===== src/rtl/clk_period_meter.sv =====
// Measures the period of an asynchronous slow clock/strobe in clockin cycles,
// with lock detection on repeated identical periods and stall detection on missing edges.
module clk_period_meter #(
  parameter int unsigned CNT_W  = 16,
  parameter int unsigned LOCK_N = 4
) (
  input  logic             clockin,
  input  logic             reset,
  input  logic             sig_in,
  output logic             edge_pulse,
  output logic [CNT_W-1:0] period,
  output logic             period_valid,
  output logic             locked,
  output logic             stalled
);

  localparam int unsigned       MATCH_W   = (LOCK_N > 2) ? $clog2(LOCK_N) : 1;
  localparam logic [CNT_W-1:0]  CNT_MAX   = '1;
  localparam logic [MATCH_W-1:0] MATCH_TOP = MATCH_W'(LOCK_N - 1);

  typedef enum logic [1:0] {
    IDLE,
    MEASURE,
    TRACK
  } state_t;

  state_t             state_q, state_d;
  logic               s1_q, s1_d;
  logic               s2_q, s2_d;
  logic               hist_q, hist_d;
  logic [CNT_W-1:0]   cnt_q, cnt_d;
  logic [MATCH_W-1:0] match_q, match_d;
  logic               edge_pulse_q, edge_pulse_d;
  logic [CNT_W-1:0]   period_q, period_d;
  logic               period_valid_q, period_valid_d;
  logic               locked_q, locked_d;
  logic               stalled_q, stalled_d;

  logic               edge_det;
  logic               cnt_at_max;
  logic [CNT_W-1:0]   period_next;

  always_comb begin
    s1_d           = sig_in;
    s2_d           = s1_q;
    hist_d         = s2_q;
    edge_det       = s2_q & ~hist_q;
    cnt_at_max     = (cnt_q == CNT_MAX);
    // cnt holds the cycles since the last edge minus one, so +1 gives edge-to-edge distance
    period_next    = cnt_at_max ? CNT_MAX : cnt_q + CNT_W'(1);

    state_d        = state_q;
    match_d        = match_q;
    period_d       = period_q;
    locked_d       = locked_q;
    stalled_d      = stalled_q;
    edge_pulse_d   = edge_det;
    period_valid_d = 1'b0;

    if (edge_det) begin
      cnt_d = '0;
    end else if (cnt_at_max) begin
      cnt_d = cnt_q;
    end else begin
      cnt_d = cnt_q + CNT_W'(1);
    end

    case (state_q)
      IDLE: begin
        if (edge_det) begin
          state_d   = MEASURE;
          stalled_d = 1'b0;
        end
      end
      MEASURE, TRACK: begin
        // an edge coinciding with a saturated counter reports MAX instead of stalling
        if (edge_det) begin
          period_d       = period_next;
          period_valid_d = 1'b1;
          state_d        = TRACK;
          if (state_q == MEASURE) begin
            match_d  = '0;
            locked_d = 1'b0;
          end else if (period_next == period_q) begin
            match_d = (match_q == MATCH_TOP) ? MATCH_TOP : match_q + MATCH_W'(1);
            if (match_d == MATCH_TOP) begin
              locked_d = 1'b1;
            end
          end else begin
            match_d  = '0;
            locked_d = 1'b0;
          end
        end else if (cnt_at_max) begin
          stalled_d = 1'b1;
          locked_d  = 1'b0;
          match_d   = '0;
          state_d   = IDLE;
        end
      end
      default: begin
        state_d = IDLE;
      end
    endcase
  end

  always_ff @(posedge clockin) begin
    if (reset) begin
      state_q        <= IDLE;
      s1_q           <= 1'b0;
      s2_q           <= 1'b0;
      hist_q         <= 1'b0;
      cnt_q          <= '0;
      match_q        <= '0;
      edge_pulse_q   <= 1'b0;
      period_q       <= '0;
      period_valid_q <= 1'b0;
      locked_q       <= 1'b0;
      stalled_q      <= 1'b0;
    end else begin
      state_q        <= state_d;
      s1_q           <= s1_d;
      s2_q           <= s2_d;
      hist_q         <= hist_d;
      cnt_q          <= cnt_d;
      match_q        <= match_d;
      edge_pulse_q   <= edge_pulse_d;
      period_q       <= period_d;
      period_valid_q <= period_valid_d;
      locked_q       <= locked_d;
      stalled_q      <= stalled_d;
    end
  end

  assign edge_pulse   = edge_pulse_q;
  assign period       = period_q;
  assign period_valid = period_valid_q;
  assign locked       = locked_q;
  assign stalled      = stalled_q;

endmodule


===== config.mk =====
export PLATFORM = sky130hd
export DESIGN_NAME = clk_period_meter
export DESIGN_NICKNAME = d
export VERILOG_FILES = /design/src/rtl/clk_period_meter.sv
export SDC_FILE = /design/constraint.sdc
export NUM_CORES = 1
export LEC_CHECK = 0
export BUFFER_PORTS_ARGS = -buffer_cell sky130_fd_sc_hd__buf_2
export CORE_ASPECT_RATIO = 2
export CORE_MARGIN = 4
export CORE_UTILIZATION = 30
export DETAILED_ROUTE_END_ITERATION = 12
export GPL_TIMING_DRIVEN = 0
export PLACE_DENSITY_LB_ADDON = 0.05
export RECOVER_POWER = 100
export SYNTH_ARGS = -nofsm -noshare
export SYNTH_HDL_FRONTEND = slang
export SYNTH_SLANG_ARGS = --single-unit

===== constraint.sdc =====
create_clock -name clockin -period 3.32 [get_ports clockin]
set_clock_uncertainty 0.15 [all_clocks]
set_input_delay 0.498 -clock clockin [delete_from_list [all_inputs] [get_ports clockin]]
set_output_delay 0.498 -clock clockin [all_outputs]
set_load 0.02 [all_outputs]

======== Word level (Yosys, flattened, before mapping) ========
Index checks and enable logic that the tools add are counted.
word-level totals
  RAM bits ................................ 0
  latch bits .............................. 0
  output and inout bits ................... 20
  input bits .............................. 3
  memories ................................ 0
  register bits ........................... 43
  memory bits (read-only) ................. 0
operators by class
  reductions and logical operators ........ 11
  multiplexer cells ....................... 19
  bitwise logic cells ..................... 3
  add/sub/neg operators ................... 2
  $lt $le $gt $ge ......................... 0
  divide/modulo/power cells ............... 0
  multiply operators ...................... 0
  equal/unequal tests ..................... 11
  shift-type cells ........................ 0
operator list
  operator                                               count
  adder 16 x 1 -> 16 bit, second input constant          1
  == test 16 bit                                         1
  == test 16 bit, second input constant                  1
  two-way mux 16 bit                                     1
  two-way mux 2 bit                                      7
  two-way mux 1 bit                                      9
  == test 2 bit, second input constant                   3
  inequality test 2 bit, second input constant           3
  AND reduction 2 bit                                    3
  OR reduction 2 bit                                     3
  inequality test 4 x 3 -> 1 bit, second input constant  1
  case mux 2 bit (2 select lines)                        1
  AND reduction 4 bit                                    1
  nonzero test 2 bit                                     2
  inequality test 3 bit, second input constant           1
  AND reduction 3 bit                                    1
  adder 2 x 1 -> 2 bit, second input constant            1
  == test 2 x 1 -> 1 bit, second input constant          1
  logical NOT 2 bit                                      1
  inverter 1 bit                                         2
  case mux 1 bit (2 select lines)                        1
  bitwise AND 1 bit                                      1

======== Depth between registers and ports, before layout ========
Gate-level depths: netlist of run 1.
  depth in word-level cells ............... 7
  depth in mapped cells ................... 11
  depth with buffers taken out ............ 9

======== Worst setup path after synthesis of run 1 ========
No wires, ideal clock.
  path kind ............................... register to register
  start point ............................. register cnt_q[1]
  end point ............................... register match_q[0]
  clock period less this slack ............ 2.713 ns
  stages on the path, launching flop included .. 12
  slack ................................... 0.607 ns
  required time ........................... 3.101 ns
  path buffers ............................ 2
  arrival ................................. 2.494 ns
  path through ............................ dfxtp_1 -> ha_1 -> buf_2 -> nand3_1 -> nor4_1 -> clkbuf_1 -> o22ai_4 -> xor2_2 -> nand3_2 -> nor4_4 -> nand2_1 -> o21ai_1
between the ends
  cells in the longest elaborated chain, start to end .. 6
  elaborated cells on any way between the ends .. 9
  those cells by class .................... add/sub (1); eq/ne (2); mux (4); reduce/logical (2)
RTL lines
  element                                                   RTL line  text
  start, declared                                           31        logic [CNT_W-1:0] cnt_q, cnt_d;
  start signal, assigned                                    124       cnt_q <= cnt_d;
  adder 16 x 1 -> 16 bit or == test 16 bit (tied branches)  50, 48
  two-way mux 16 bit                                        50        period_next = cnt_at_max ? CNT_MAX : cnt_q + CNT_W'(1);
  == test 16 bit                                            84        end else if (period_next == period_q) begin
  two-way mux 2 bit                                         84
  two-way mux 2 bit                                         81        if (state_q == MEASURE) begin
  two-way mux 2 bit                                         77        if (edge_det) begin
  end signal, assigned                                      125       match_q <= match_d;
  end, declared                                             32        logic [MATCH_W-1:0] match_q, match_d;
Several ways; a longest one is shown, not always the timed one.
A chain may end at the register's enable or synchronous reset.

======== Worst setup path in the final report of run 1 ========
  start point ............................. register cnt_q[1]
  end point ............................... register match_q[1]
Same word-level chain as after synthesis.

==> results.yml, run 1 <==
global_routing:
  grt_first_pass_wirelength_mm: 11.65
  antenna_found_initial: 0
  grt_max_degree: 15
  grt_pass1_vias: 2089
  grt_util_all_layers_pct: 16.53
  grt_overflow: 0
clock_tree:
  clockBufferDepth: 2
  h-tree-depth: 2
  root_buffer: "clkbuf_16"
  cts_setup_buffers: 0
  cts_tree: "done"
  cts_hold_buf: 0
  cts_buffers: 5
  insertion_delay_ns: 0.29
  clock_sinks: 43
  clk_pin_slew_worst_paths_ns: 0.07
  post_cts_resized: 1
placed_design:
  post-place-ws_ns: -0.1150
  placed_area_mm2: 0.002534
  hpwlAfterDp_mm: 5.651
  gp_congestion: 0.8350
  numPortBuffers: 22
job:
  maxCapViolCount: 0
routing:
  drt_iter0_drc: 108
  antenna_left: 0
  vias: 2146
  detail_route.first_pass.iterations: 4
  viasPerCell: 5.260
  drc: 0
  avgRoutedWirePerCell_um: 18.05
  wl_mm: 7.366
yosys:
  syn_nets: 290
  synth_top_flop_cell: "dfxtp_1"
  ys_types: 57
  yosys_warnings: 0
  ys_seq_elements: 43
  synthCells: 284
  synth_top_area_share_pct: 37.33
  async_reset_ff_share_pct: 0
  syn_area_mm2: 0.002306
  yosysSeqAreaShare_pct: 37.33
  synth_edf_count: 0
  synth.area.top_cells: "dfxtp_1 37%, nor2_1 6.5%, a21oi_1 3.9%"
  syn_avg_cell_area_um2: 8.120
  yosysTopAreaCell: "dfxtp_1"
pwr:
  ir_worst_vdd_v: 0.0003365
  cellLeakagePower_nw: 0.9413
  p_total_mw: 1.114
  cellPowerDensity_mw_per_mm2: 413.4
setup_path:
  critical_path_arrival_ns: 3.16
  critPathLaunchType: "flop"
  critical_path_required_ns: 3.38
  startpoint: "cnt_q[1]"
  r2r_end: "match_q[1]"
  critPathKind: "reg -> reg"
  path_max_fanout: 10
  r2r_cells: 10
  reg2reg_slack_ns: 0.23
  endpoint_kind: "flop"
  worstReg2RegStart: "cnt_q[1]"
floorplan:
  dieArea_mm2: 0.009239
  initial_utilization_pct: 30.56
  io_pins: 23
  die_w_um: 70.00
  row_count: 45
  core_mm2: 0.007545
  die_h_um: 132.0
final_layout:
  final_layout_size_suffix_gt1_share_pct: 9.873
  antenna_cells: 0
  fill_cells: 820
  syn2layout_area_growth_pct: 16.82
  final_nets: 319
  final_area_mm2: 0.002694
sta:
  setup_viol: 0
  max_clock_freq_ghz: 0.3232
  period_share_pct: 93.19
  rsz0062_at_grt: "false"
  slew_headroom_pct: 54.34
  timing.final.crit_period_ns: 3.094
  layout_setup_ws_ns: 0.2259
  finalHoldViolCount: 0
  slew_viol_final: 0
  worst_pin_slew_ns: 0.6778
hold_path:
  hp-start: "sig_in"
  hold_path_end: "s1_q"
  hp-class: "in -> reg"
  min_path_cells: 2
outcome:
  outcome: "complete, no violations"
[layer usage]
layer | global-route usage [%] | wire length, um
met3 | 2.366 | 136
met5 | 0 | 0
met1 | 18.08 | 2956
met4 | 9.168 | 354
met2 | 29.77 | 3918
[registers in the layout, indices dropped and copies added (netlist names)]
register	cells
state_q	2
period	16
s1_q	1
hist_d	1
hist_q	1
cnt_q	16
period_valid	1
locked	1
stalled	1
match_q	2
edge_pulse	1
[worst max-delay path, cell delays in order (launching register included)]
cell and delay (ns):
dfxtp_1 0.43, ha_1 0.17, buf_2 0.21, nand3_1 0.25, nor4_4 0.37, nor3_1 0.17
a2111oi_1 0.49, o2111ai_2 0.24, nor4_4 0.26, nand2_1 0.11, o21ai_0 0.17
[logic make-up (layout without fill, tap and decap cells)]
family,count (synthesis),in the layout,share of synthesized area (%)
adder cells (fa/ha/maj),3,3,1.628
multiplexers,3,3,1.356
XOR/XNOR,11,11,4.504
buffers and inverters,27,57,5.209
AND/OR/NAND/NOR,131,131,30.77
flip-flops,43,43,37.33
AO/OA/AOI/OAI,66,66,19.21
[synthesized netlist by cell type (6+ instances only)]
| cell | count |
|---|---|
| nand4_1 | 10 |
| nand3_1 | 10 |
| inv_1 | 7 |
| a21oi_1 | 18 |
| nor2_1 | 40 |
| nor2b_1 | 9 |
| a211oi_1 | 6 |
| nor3_1 | 9 |
| dfxtp_1 | 43 |
| clkbuf_1 | 10 |
| buf_2 | 9 |
| nand2_1 | 19 |
| o21ai_0 | 9 |
[where the power goes]
group,total (mW),switching [mW],internal [mW]
sequential,0.530,0.00645,0.523
clock,0.519,0.218,0.301
combinational,0.0652,0.0438,0.0214
total,1.11,0.268,0.845
[layout by cell type, fill, tap and decap left out, drive strengths merged, types with 5 or more instances in the layout]
| cell type | synthesis | final |
|---|---|---|
| buf | 10 | 11 |
| xor2 | 6 | 6 |
| inv | 7 | 7 |
| and2 | 5 | 5 |
| nor2 | 40 | 40 |
| and3 | 5 | 5 |
| and4 | 5 | 5 |
| nand3 | 11 | 11 |
| o21ai | 14 | 14 |
| nand4 | 11 | 11 |
| nor2b | 9 | 9 |
| nand2 | 19 | 19 |
| dfxtp | 43 | 43 |
| clkbuf | 10 | 37 |
| xnor2 | 5 | 5 |
| nor3 | 10 | 10 |
| a211oi | 6 | 6 |
| a21oi | 18 | 18 |
[worst max path at each step]
stage | to | slack (ns) | cells past startpoint
after global placement | match_q[1] | -0.12 | 11
after global routing | match_q[1] | 0.02 | 10
after CTS | match_q[0] | 0.04 | 10
after floorplan | match_q[0] | 0.61 | 11
after detailed placement | match_q[0] | -0.11 | 11
final | match_q[1] | 0.23 | 10
[area by class of cell]
class,count,area [um^2],share of cell area (%)
sequential,43,860.8,31.96
timing repair buffer,22,83.83,3.112
inverter,7,26.28,0.9754
multi-input combinational,214,1355,50.30
clock buffer,6,138.9,5.156
tap,94,117.6,4.366
clock inverter,2,16.27,0.6038
buffer,20,95.09,3.530
[per-stage QoR]
step	cells	util, %	hold slack [ns]	TNS [ns]
2_1_floorplan	284	-	0.2638	0
3_3_place_gp	400	33.58	0.2750	-0.3073
3_5_place_dp	400	33.58	0.2900	-0.2723
4_1_cts	408	35.66	0.2635	0
5_1_grt	408	35.70	0.3048	0
6_report	408	35.70	0.2639	0
No activity file was read; power rests on OpenSTA's default activity.
==> run 2, diff against run 1 <==
- PLACE_DENSITY: unset -> 0.52
- PLACE_DENSITY_LB_ADDON: 0.05 -> unset
==> run 2 against run 1 <==
  * Global-route usage shrank 1.3 points
  * Hold slack improved by 0.011 ns
  * Die area stayed put
  * Highest routed layer unchanged
  * Setup slack worse by 0.019 ns
  * Maximum frequency shrank 0.60%
  * Critical endpoint is now match_q[0]
  * Clock power fell by 11%
  * Total power decreased by 5.1%
==> results.yml, run 2 (synthesized netlist as in run 1, its figures left out) <==
clock_tree:
  h-tree-depth: 2
  insertion_delay_ns: 0.29
  clk_pin_slew_worst_paths_ns: 0.06
  cts_buffers: 5
  root_buffer: "clkbuf_16"
  clockBufferDepth: 2
  cts_tree: "done"
  clock_sinks: 43
global_routing:
  grt_overflow: 0
  grt_first_pass_wirelength_mm: 10.99
  antenna_found_initial: 0
  grt_util_all_layers_pct: 15.26
  grt_pass1_vias: 2133
  grt_max_degree: 12
sta:
  finalHoldViolCount: 0
  max_clock_freq_ghz: 0.3213
  slew_headroom_pct: 54.42
  slew_viol_final: 0
  rsz0062_at_grt: "false"
  period_share_pct: 93.76
  setup_viol: 0
  layout_setup_ws_ns: 0.2073
  timing.final.crit_period_ns: 3.113
  worst_pin_slew_ns: 0.6836
setup_path:
  critical_path_required_ns: 3.39
  critPathKind: "reg -> reg"
  critical_path_arrival_ns: 3.18
  endpoint_kind: "flop"
  r2r_cells: 11
  critPathLaunchType: "flop"
  reg2reg_slack_ns: 0.21
  path_max_fanout: 10
final_layout:
  antenna_cells: 0
  final_layout_size_suffix_gt1_share_pct: 8.946
  syn2layout_area_growth_pct: 15.74
  final_common_cell: "dfxtp_1"
  final_nets: 320
  final_cell_mix: "43 x dfxtp_1, 40 x nor2_1, 31 x clkbuf_1"
routing:
  drc: 0
  wl_mm: 6.901
  vias: 2189
  avgRoutedWirePerCell_um: 16.96
  antenna_left: 0
  viasPerCell: 5.378
  drt_iter0_drc: 74
  detail_route.first_pass.iterations: 4
outcome:
  outcome: "complete, no violations"
floorplan:
  row_count: 45
  initial_utilization_pct: 30.56
  core_mm2: 0.007545
  die_w_um: 70.00
  dieArea_mm2: 0.009239
  die_h_um: 132.0
  io_pins: 23
hold_path:
  min_path_cells: 2
  hp-class: "in -> reg"
pwr:
  ir_worst_vdd_v: 0.0002532
  cellLeakagePower_nw: 0.9358
  cellPowerDensity_mw_per_mm2: 395.8
  p_total_mw: 1.056
placed_design:
  gp_congestion: 0.9581
  numPortBuffers: 22
  post-place-ws_ns: -0.2867
  hpwlAfterDp_mm: 5.234
job:
  maxCapViolCount: 0
## run 2: repair_timing
action	CTS	global route
hold buffers	0	0
setup buffers	0	1
resized for setup	2	5
setup endpoints to repair	3	3
pin swaps	0	1
## run 2: routing by layer
metal | track usage, % | wire length (um)
met1 | 15.22 | 2589
met2 | 28.87 | 3803
met3 | 2.061 | 184
met4 | 9.168 | 323
met5 | 0 | 0
## run 2: metrics by stage
| stage | hold WS [ns] | instances | util, % | instance area [um^2] | TNS (ns) |
|---|---|---|---|---|---|
| final | 0.2746 | 407 | 35.37 | 2669 | 0 |
| after global placement | 0.2848 | 400 | 33.58 | 2534 | -0.7809 |
| after detailed placement | 0.2805 | 400 | 33.58 | 2534 | -0.7699 |
| after floorplan | 0.2638 | 284 | - | 2306 | 0 |
| after global routing | 0.3091 | 407 | 35.37 | 2669 | 0 |
| after CTS | 0.2760 | 406 | 35.39 | 2670 | 0 |
## run 2: final timing paths
kind                            startpoint    endpoint
worst max-delay path              cnt_q[1]  match_q[0]
worst max register to register    cnt_q[1]  match_q[0]
worst min register to register        s1_q      hist_d
worst min-delay path                sig_in        s1_q
## run 2: area by class of cell
cell class / instances / area [um^2]
multi-input combinational: 214 / 1349
clock buffer: 6 / 128.9
tap: 94 / 117.6
inverter: 7 / 26.28
sequential: 43 / 860.8
fill: 837 / 4876
timing repair buffer: 23 / 91.34
buffer: 20 / 95.09
## run 2: worst max-delay path: stages, from the launching register on
cell	delay, ns
dfxtp_1	0.44
ha_1	0.18
buf_2	0.22
nand3_1	0.22
nor4_4	0.40
clkbuf_2	0.35
o22ai_4	0.14
xor2_2	0.16
nand3_2	0.12
nor4_4	0.39
nand2_1	0.12
o21ai_1	0.14
## run 2: report_power, final
group	switching (mW)	internal (mW)	total (mW)
logic	0.0426	0.0213	0.0639
clock network	0.192	0.271	0.462
registers	0.00675	0.524	0.530
total	0.241	0.815	1.06
==> run 3, diff against run 2 <==
- CELL_PAD_IN_SITES_DETAIL_PLACEMENT: unset -> 0
- CELL_PAD_IN_SITES_GLOBAL_PLACEMENT: unset -> 1
- PLACE_DENSITY: 0.52 -> 0.64
==> run 3 against run 2 <==
  * Critical path depth shrank 1
  * Maximum frequency grew 2.2%
  * Utilization is essentially flat
  * Routed wire length grew 2.5%
  * Largest cell class unchanged
  * Largest power group unchanged
  * Highest routed layer unchanged
==> results.yml, run 3 (synthesized netlist as in run 1, its figures left out) <==
outcome:
  outcome: "complete, no violations"
routing:
  viasPerCell: 5.311
  detail_route.first_pass.iterations: 4
  drc: 0
  wl_mm: 7.073
  antenna_left: 0
  avgRoutedWirePerCell_um: 17.34
  drt_iter0_drc: 99
  vias: 2167
final_layout:
  layoutNonFillerInstCount: 408
  final_cell_mix: "43 x dfxtp_1, 40 x nor2_1, 31 x clkbuf_1"
  antenna_cells: 0
  final_layout_size_suffix_gt1_share_pct: 8.917
  syn2layout_area_growth_pct: 15.68
  final_common_cell: "dfxtp_1"
  final_nets: 319
pwr:
  cellPowerDensity_mw_per_mm2: 403.3
  cellLeakagePower_nw: 0.9337
  ir_worst_vdd_v: 0.0003156
  p_total_mw: 1.076
clock_tree:
  clk_pin_slew_worst_paths_ns: 0.06
  cts_buffers: 5
  cts_hold_buf: 0
  clockBufferDepth: 2
  insertion_delay_ns: 0.28
  h-tree-depth: 2
  root_buffer: "clkbuf_16"
  clock_sinks: 43
  cts_tree: "done"
sta:
  rsz0062_at_grt: "false"
  slew_headroom_pct: 55.89
  worst_pin_slew_ns: 0.6616
  finalHoldViolCount: 0
  timing.final.crit_period_ns: 3.047
  setup_viol: 0
  layout_setup_ws_ns: 0.2730
  period_share_pct: 91.78
  max_clock_freq_ghz: 0.3282
  slew_viol_final: 0
global_routing:
  antenna_found_initial: 0
  grt_pass1_vias: 2155
  grt_max_degree: 14
  grt_util_all_layers_pct: 15.79
  grt_overflow: 0
  grt_first_pass_wirelength_mm: 11.28
setup_path:
  critPathKind: "reg -> reg"
  critical_path_required_ns: 3.39
  critPathLaunchType: "flop"
  path_max_fanout: 10
  endpoint_kind: "flop"
  critical_path_arrival_ns: 3.11
floorplan:
  die_w_um: 70.00
  io_pins: 23
  dieArea_mm2: 0.009239
  core_mm2: 0.007545
  die_h_um: 132.0
  initial_utilization_pct: 30.56
  row_count: 45
placed_design:
  gp_congestion: 0.8922
  numPortBuffers: 22
  post-place-ws_ns: -0.1791
  hpwlAfterDp_mm: 5.367
  dp_cells: 400
hold_path:
  hp-class: "in -> reg"
job:
  maxCapViolCount: 0
-- run 3: cell count changes in the layout (fill, tap and decap cells not counted), sizes merged --
cell / before / now
clkinvlp: 0 / 1
clkinv: 0 / 1
buf: 12 / 11
-- run 3: timing repair --
item	CTS	global route
setup endpoints to repair	3	3
gates resized for setup	2	3
setup buffers	0	0
-- run 3: metrics by stage --
step / utilization (%) / area [um^2] / hold WS, ns / setup TNS (ns)
3_3_place_gp: 33.58 / 2534 / 0.2841 / -0.5316
4_1_cts: 35.56 / 2683 / 0.2691 / 0
6_report: 35.36 / 2668 / 0.2782 / 0
5_1_grt: 35.36 / 2668 / 0.2935 / 0
2_1_floorplan: - / 2306 / 0.2638 / 0
3_5_place_dp: 33.58 / 2534 / 0.2807 / -0.4597
-- run 3: worst max-delay path: stages (launching register included) --
cell	delay [ns]
dfxtp_1	0.42
ha_1	0.17
buf_2	0.22
nand3_1	0.23
nor4_4	0.38
nor3_1	0.16
a2111oi_0	0.45
o2111ai_1	0.27
nor4_4	0.27
nand2_1	0.12
o21ai_1	0.15
-- run 3: power breakdown --
| part | switching, mW | internal [mW] | total [mW] | leakage, nW |
|---|---|---|---|---|
| clock network | 0.206 | 0.278 | 0.483 | 0.0669 |
| registers | 0.00638 | 0.523 | 0.530 | 0.348 |
| logic | 0.0420 | 0.0207 | 0.0627 | 0.519 |
-- run 3: area by class of cell --
type                    count  area, um^2
fillers                   855        4877
multi-input cells         214        1343
flip-flops and latches     43       860.8
clock buffers               6       128.9
well taps                  94       117.6
plain buffers              20       95.09
repair buffers             22       83.83
inverters                   7       26.28
clock inverters             2       12.51
-- run 3: final timing paths --
| kind | startpoint | to | slack, ns | cells past startpoint |
|---|---|---|---|---|
| worst min-delay path | sig_in | s1_q | 0.28 | 2 |
| worst max-delay path | cnt_q[1] | match_q[0] | 0.27 | 10 |
| worst min register to register | hist_q | edge_pulse | 0.29 | 1 |
| worst max register to register | cnt_q[1] | match_q[0] | 0.27 | 10 |
-- run 3: routing by layer --
layer | vias to the layer above | GRT usage, % | routed length (um)
met3 | 15 | 2.061 | 164
li1 | 1082 | - | -
met5 | - | 0 | 0
met2 | 37 | 30.08 | 3877
met4 | 0 | 8.742 | 285
met1 | 1033 | 15.94 | 2745
